File: src/rtl/shot_clock_pkg.sv
// Shared types and width helpers for the BCD shot-clock timer.
package shot_clock_pkg;

  typedef enum logic [1:0] {
    LOADED  = 2'd0,
    RUNNING = 2'd1,
    PAUSED  = 2'd2,
    EXPIRED = 2'd3
  } state_t;

  typedef logic [3:0] bcd_t;

  // Counter width able to hold 0..n-1, never narrower than one bit.
  function automatic int cnt_w(input int n);
    return (n <= 2) ? 1 : $clog2(n);
  endfunction

  // True when every one of the low `digits` nibbles is a decimal digit.
  function automatic logic bcd_ok(input logic [31:0] v, input int digits);
    logic ok;
    ok = 1'b1;
    for (int i = 0; i < 8; i++) begin
      if (i < digits && v[4*i +: 4] > 4'd9) ok = 1'b0;
    end
    return ok;
  endfunction

  // True when the value has no bits above the low `digits` nibbles.
  function automatic logic bcd_fits(input logic [31:0] v, input int digits);
    logic [63:0] wide;
    wide = {32'd0, v};
    return (wide >> (4 * digits)) == 64'd0;
  endfunction

endpackage

File: src/rtl/shot_clock_bcd_digit_dec.sv
// One BCD digit of the decrement chain: 0 with borrow-in wraps to 9 and passes the borrow on.
module bcd_digit_dec
  import shot_clock_pkg::*;
(
  input  bcd_t din,
  input  logic bin,
  output bcd_t dout,
  output logic bout
);

  always_comb begin
    dout = din;
    bout = 1'b0;
    if (bin) begin
      if (din == 4'd0) begin
        dout = 4'd9;
        bout = 1'b1;
      end else begin
        dout = din - 4'd1;
      end
    end
  end

endmodule

File: src/rtl/shot_clock_bcd.sv
// Multi-digit BCD countdown with prescaler, full/short reload and stretched alarm.
// All outputs come straight from registers clocked by cp.
module shot_clock_bcd
  import shot_clock_pkg::*;
#(
  parameter int unsigned DIGITS       = 2,
  parameter logic [31:0] PRESET       = 32'h24,
  parameter logic [31:0] SHORT_PRESET = 32'h14,
  parameter int unsigned TICK_DIV     = 1,
  parameter int unsigned ALARM_CYCLES = 4
) (
  input  logic                  cp,
  input  logic                  rest,
  input  logic                  run,
  input  logic                  load_full,
  input  logic                  load_short,
  output logic [4*DIGITS-1:0]   timer,
  output logic                  expired,
  output logic                  alarm,
  output logic [1:0]            state
);

  localparam int W  = 4 * DIGITS;
  localparam int PW = cnt_w(TICK_DIV);
  localparam int AW = cnt_w(ALARM_CYCLES);

  localparam logic [W-1:0]  PRESET_V = PRESET[W-1:0];
  localparam logic [W-1:0]  SHORT_V  = SHORT_PRESET[W-1:0];
  localparam logic [PW-1:0] PSC_LAST = PW'(TICK_DIV - 1);
  localparam logic [AW-1:0] ALM_LAST = AW'(ALARM_CYCLES - 1);

  if (DIGITS < 1 || DIGITS > 8) begin : g_bad_digits
    $error("shot_clock_bcd: DIGITS must be 1..8");
  end
  if (!bcd_ok(PRESET, DIGITS) || !bcd_fits(PRESET, DIGITS) || PRESET == 32'd0) begin : g_bad_preset
    $error("shot_clock_bcd: PRESET must be a non-zero BCD value of DIGITS digits");
  end
  if (!bcd_ok(SHORT_PRESET, DIGITS) || !bcd_fits(SHORT_PRESET, DIGITS) || SHORT_PRESET == 32'd0) begin : g_bad_short
    $error("shot_clock_bcd: SHORT_PRESET must be a non-zero BCD value of DIGITS digits");
  end
  if (SHORT_PRESET > PRESET) begin : g_bad_order
    $error("shot_clock_bcd: SHORT_PRESET must not exceed PRESET");
  end
  if (TICK_DIV < 1) begin : g_bad_div
    $error("shot_clock_bcd: TICK_DIV must be at least 1");
  end
  if (ALARM_CYCLES < 1) begin : g_bad_alarm
    $error("shot_clock_bcd: ALARM_CYCLES must be at least 1");
  end

  logic [W-1:0]  timer_q;
  logic [W-1:0]  timer_dec;
  logic [PW-1:0] psc;
  logic [AW-1:0] acnt;
  logic          alarm_q;
  logic          expired_q;
  state_t        st;
  logic [DIGITS:0] borrow;
  logic          en;
  logic          tick;

  // Borrow enters digit 0; the ripple stops at the first non-zero digit.
  assign borrow[0] = 1'b1;
  for (genvar i = 0; i < DIGITS; i++) begin : g_dec
    bcd_digit_dec u_dig (
      .din  (timer_q[4*i +: 4]),
      .bin  (borrow[i]),
      .dout (timer_dec[4*i +: 4]),
      .bout (borrow[i+1])
    );
  end

  assign en   = run && (timer_q != '0);
  assign tick = (psc == PSC_LAST);

  always_ff @(posedge cp) begin
    if (rest || load_full) begin
      timer_q   <= PRESET_V;
      psc       <= '0;
      acnt      <= '0;
      alarm_q   <= 1'b0;
      expired_q <= 1'b0;
      st        <= LOADED;
    end else if (load_short) begin
      if (timer_q < SHORT_V) timer_q <= SHORT_V;
      psc       <= '0;
      acnt      <= '0;
      alarm_q   <= 1'b0;
      expired_q <= 1'b0;
      st        <= LOADED;
    end else begin
      if (alarm_q) begin
        if (acnt == '0) alarm_q <= 1'b0;
        else            acnt    <= acnt - 1'b1;
      end
      if (en) begin
        if (tick) begin
          psc     <= '0;
          timer_q <= timer_dec;
          // Counting only happens while non-zero, so this fires once per expiry.
          if (timer_dec == '0) begin
            expired_q <= 1'b1;
            alarm_q   <= 1'b1;
            acnt      <= ALM_LAST;
            st        <= EXPIRED;
          end else begin
            st <= RUNNING;
          end
        end else begin
          psc <= psc + 1'b1;
          st  <= RUNNING;
        end
      end else if (st == RUNNING && !run) begin
        st <= PAUSED;
      end
    end
  end

  assign timer   = timer_q;
  assign expired = expired_q;
  assign alarm   = alarm_q;
  assign state   = st;

endmodule

File: config.mk
export PLATFORM = sky130hd
export DESIGN_NAME = shot_clock_bcd
export DESIGN_NICKNAME = d
export VERILOG_FILES = /design/src/rtl/shot_clock_pkg.sv /design/src/rtl/shot_clock_bcd_digit_dec.sv /design/src/rtl/shot_clock_bcd.sv
export SDC_FILE = /design/constraint.sdc
export NUM_CORES = 1
export LEC_CHECK = 0
export ABC_AREA = 1
export ABC_CLOCK_PERIOD_IN_PS = 2900
export CAP_MARGIN = 20
export CELL_PAD_IN_SITES_DETAIL_PLACEMENT = 0
export CELL_PAD_IN_SITES_GLOBAL_PLACEMENT = 1
export CORE_ASPECT_RATIO = 1.2
export CORE_MARGIN = 10
export CORE_UTILIZATION = 36
export CTS_CLUSTER_SIZE = 12
export DETAILED_ROUTE_END_ITERATION = 10
export PLACE_DENSITY_LB_ADDON = 0.1
export SETUP_SLACK_MARGIN = 0.05
export SLEW_MARGIN = 10
export SYNTH_ARGS = -nofsm -noshare
export SYNTH_HDL_FRONTEND = slang
export SYNTH_SLANG_ARGS = --single-unit
File: constraint.sdc
create_clock -name cp -period 2.9 [get_ports cp]
set_clock_uncertainty 0.15 [all_clocks]
set_input_delay 0.58 -clock cp [delete_from_list [all_inputs] [get_ports cp]]
set_output_delay 0.58 -clock cp [all_outputs]
set_load 0.05 [all_outputs]
==> out/metrics.yaml <==
global_routing:
  grt_pass1_wl_mm: 3.11
  grt_pass1_vias: 692
  grt_max_degree: 8
  grtUsageTotal_pct: 9.32
  antenna_found_initial: 0
  grt_overflow: 0
place:
  post_dp_cell_area_um2: 935
  portBuffers: 16
  finalWeightedCongestion: 0.846
  placed_cells: 147
  dp_hpwl_mm: 1.47
clocking:
  clk_pin_slew_worst_paths_ns: 0.08
  cts_buffers: 3
  cts_resized: 0
  htreeDepth: 1
  ctsHoldBuffers: 0
  clockBufferDepth: 2
  cts_setup_buffers: 0
  clock_latency_ns: 0.28
  tritoncts: "yes"
  clock-sinks: 14
  cts-root-buf: "clkbuf_4"
sta:
  worstMarginPinSlew_ns: 0.511
  max_freq_mhz: 435
  rsz0062_at_grt: "no"
  finalSetupViolations: 0
  relSlewSlack_pct: 65.8
  fin_crit_ns: 2.30
  fin_crit_sh_pct: 79.2
  slew_viol_final: 0
  final_hold_viol_count: 0
  hold_ws_ns: 0.301
  final.setup.tns_ns: 0
setup_path:
  cp_max_fo: 5
  ff2ff_setup_slack_ns: 1.17
  worstPathCellList: "clkdlybuf4s50_1"
  worstPathBufferInverterCount: 1
  cp-end-kind: "output port"
  start_kind: "register"
  arrival_ns: 1.57
  slowest_stage: "clkdlybuf4s50_1"
  cp.required_ns: 2.17
  critical_path.top_delay_family: "buffers and inverters"
  cpPeakStageDelay_ns: 0.85
  criticalPathCategory: "register to output port"
detailed_routing:
  dr.first_iter.drc_count: 7
  wl_met3_um: 109
  drcViolationCount: 0
  highest_layer: "met4"
  m1WireLength_um: 731
  dr.pass1.iters: 4
  routed-wl-met2_um: 896
  finalWirelength_mm: 1.77
  via_per_inst: 4.84
  ant_nets: 0
  vias: 726
  avgRoutedWirePerCell_um: 11.8
die:
  die_x_um: 61.7
  num_rows: 18
  dieArea_um2: 4310
  ios: 17
  die_y_um: 70.0
  coreArea_um2: 2030
  start_util_pct: 37.0
power:
  p_seq_share_pct: 53.6
  clkPwrFrac_pct: 29.6
  vdd_drop_max_v: 0.000268
  p_int_mw: 0.266
  p_switching_mw: 0.107
  leakagePower_nw: 0.387
  total_power_mw: 0.373
  combinationalPowerShare_pct: 16.8
  cellPowerDensity_nw_per_um2: 390
  swShare_pct: 28.7
final_layout:
  final_common_cell: "nand2_1"
  syn2layout_area_growth_pct: 27.7
  n_antenna_cell: 0
  instances_no_fill: 150
  fillCellCount: 220
  layout-drive-gt1-share_pct: 10.8
  layout_common_cells: "nand2_1, clkdlybuf4s50_1, inv_1, dfxtp_1, a21oi_1"
  num-nets-final: 139
  fin_area_um2: 957
synthesis:
  synthesis.area_um2: 749
  synth_nets: 118
  synthDistinctLibCells: 19
  synth-seq-area-share_pct: 37.4
  synth-seq-cells: 14
  ys_warn_count: 0
  syn_inst: 111
  syn_area_per_cell_um2: 6.75
outcome:
  status: "complete, no violations"
worst_hold_path:
  hp-class: "register to register"
flow_run:
  maxCapViolCount: 0
[sequential cells by signal (all words and copies together), names as in the netlist]
name,count
state,2
expired,1
timer,8
acnt,2
alarm,1
[layout make-up]
class	count	area, µm²	area share [%]
Tap cell	20	25.0	2.61
Clock buffer	3	22.5	2.35
Inverter	17	63.8	6.67
Multi-Input combinational cell	80	405	42.4
Sequential cell	14	280	29.3
Timing Repair Buffer	16	160	16.7
[logic make-up after synthesis]
logic type	Yosys count	synth area share (%)
compound gates	23	15.9
buf+inv	17	8.51
simple gates	55	34.9
flops	14	37.4
fa+ha+maj	2	3.34
[synthesized netlist by cell type]
| cell | count | area (µm²) |
|---|---|---|
| nor2_1 | 10 | 37.5 |
| o21ai_1 | 3 | 15.0 |
| and2_1 | 1 | 6.26 |
| inv_2 | 3 | 11.3 |
| or2_1 | 1 | 6.26 |
| nor3_1 | 1 | 5.00 |
| nand2_4 | 1 | 11.3 |
| nor2_4 | 1 | 11.3 |
| nand2_1 | 27 | 101 |
| a21oi_2 | 1 | 8.76 |
| inv_1 | 14 | 52.6 |
| nor2_2 | 1 | 6.26 |
| ha_1 | 2 | 25.0 |
| nand3_4 | 1 | 17.5 |
| a21oi_1 | 12 | 60.1 |
| nand3_1 | 8 | 40.0 |
| o21ai_0 | 7 | 35.0 |
| nand2_2 | 3 | 18.8 |
| dfxtp_1 | 14 | 280 |
[routing by layer]
metal  track usage (%)  up-vias
met2              15.3       13
li1                  -      396
met4              4.48        0
met5                 0        -
met3              3.62        4
met1              9.85      313
[metrics by stage]
stage / util, % / setup slack, ns
2_1_floorplan: - / 0.943
3_3_place_gp: 46.1 / 0.757
3_5_place_dp: 46.1 / 0.754
4_1_cts: 47.2 / 0.580
5_1_grt: 47.2 / 0.523
6_report: 47.2 / 0.603
[path summary, 6_finish.rpt]
| kind | startpoint | end | depth (start not counted) |
|---|---|---|---|
| min reg2reg | expired$_SDFFE_PP0P_ | expired$_SDFFE_PP0P_ | 2 |
| max | timer[3]$_SDFFE_PP0P_ | timer[3] | 1 |
| min | expired$_SDFFE_PP0P_ | expired$_SDFFE_PP0P_ | 2 |
| max reg2reg | timer[0]$_SDFFE_PP0P_ | acnt[0]$_SDFF_PP0_ | 8 |
[power groups by stage]
stage / sequential [mW] / clock (mW) / combinational [mW]
finish: 0.200 / 0.110 / 0.0626
global route: 0.201 / 0.127 / 0.0696
CTS: 0.200 / 0.116 / 0.0635
detailed placement: 0.205 / 0 / 0.0632
global placement: 0.204 / 0 / 0.0634
floorplan: 0.216 / 0 / 0.0301
[worst register-to-register path, cell delays in order, from the launching register on]
cell	delay (ns)
dfxtp_1	0.41
inv_1	0.08
ha_1	0.27
or2_1	0.25
a21oi_2	0.13
nand2_1	0.07
nor2_2	0.08
nand2_2	0.08
a21oi_1	0.13
(Power assumes the default switching activity.)
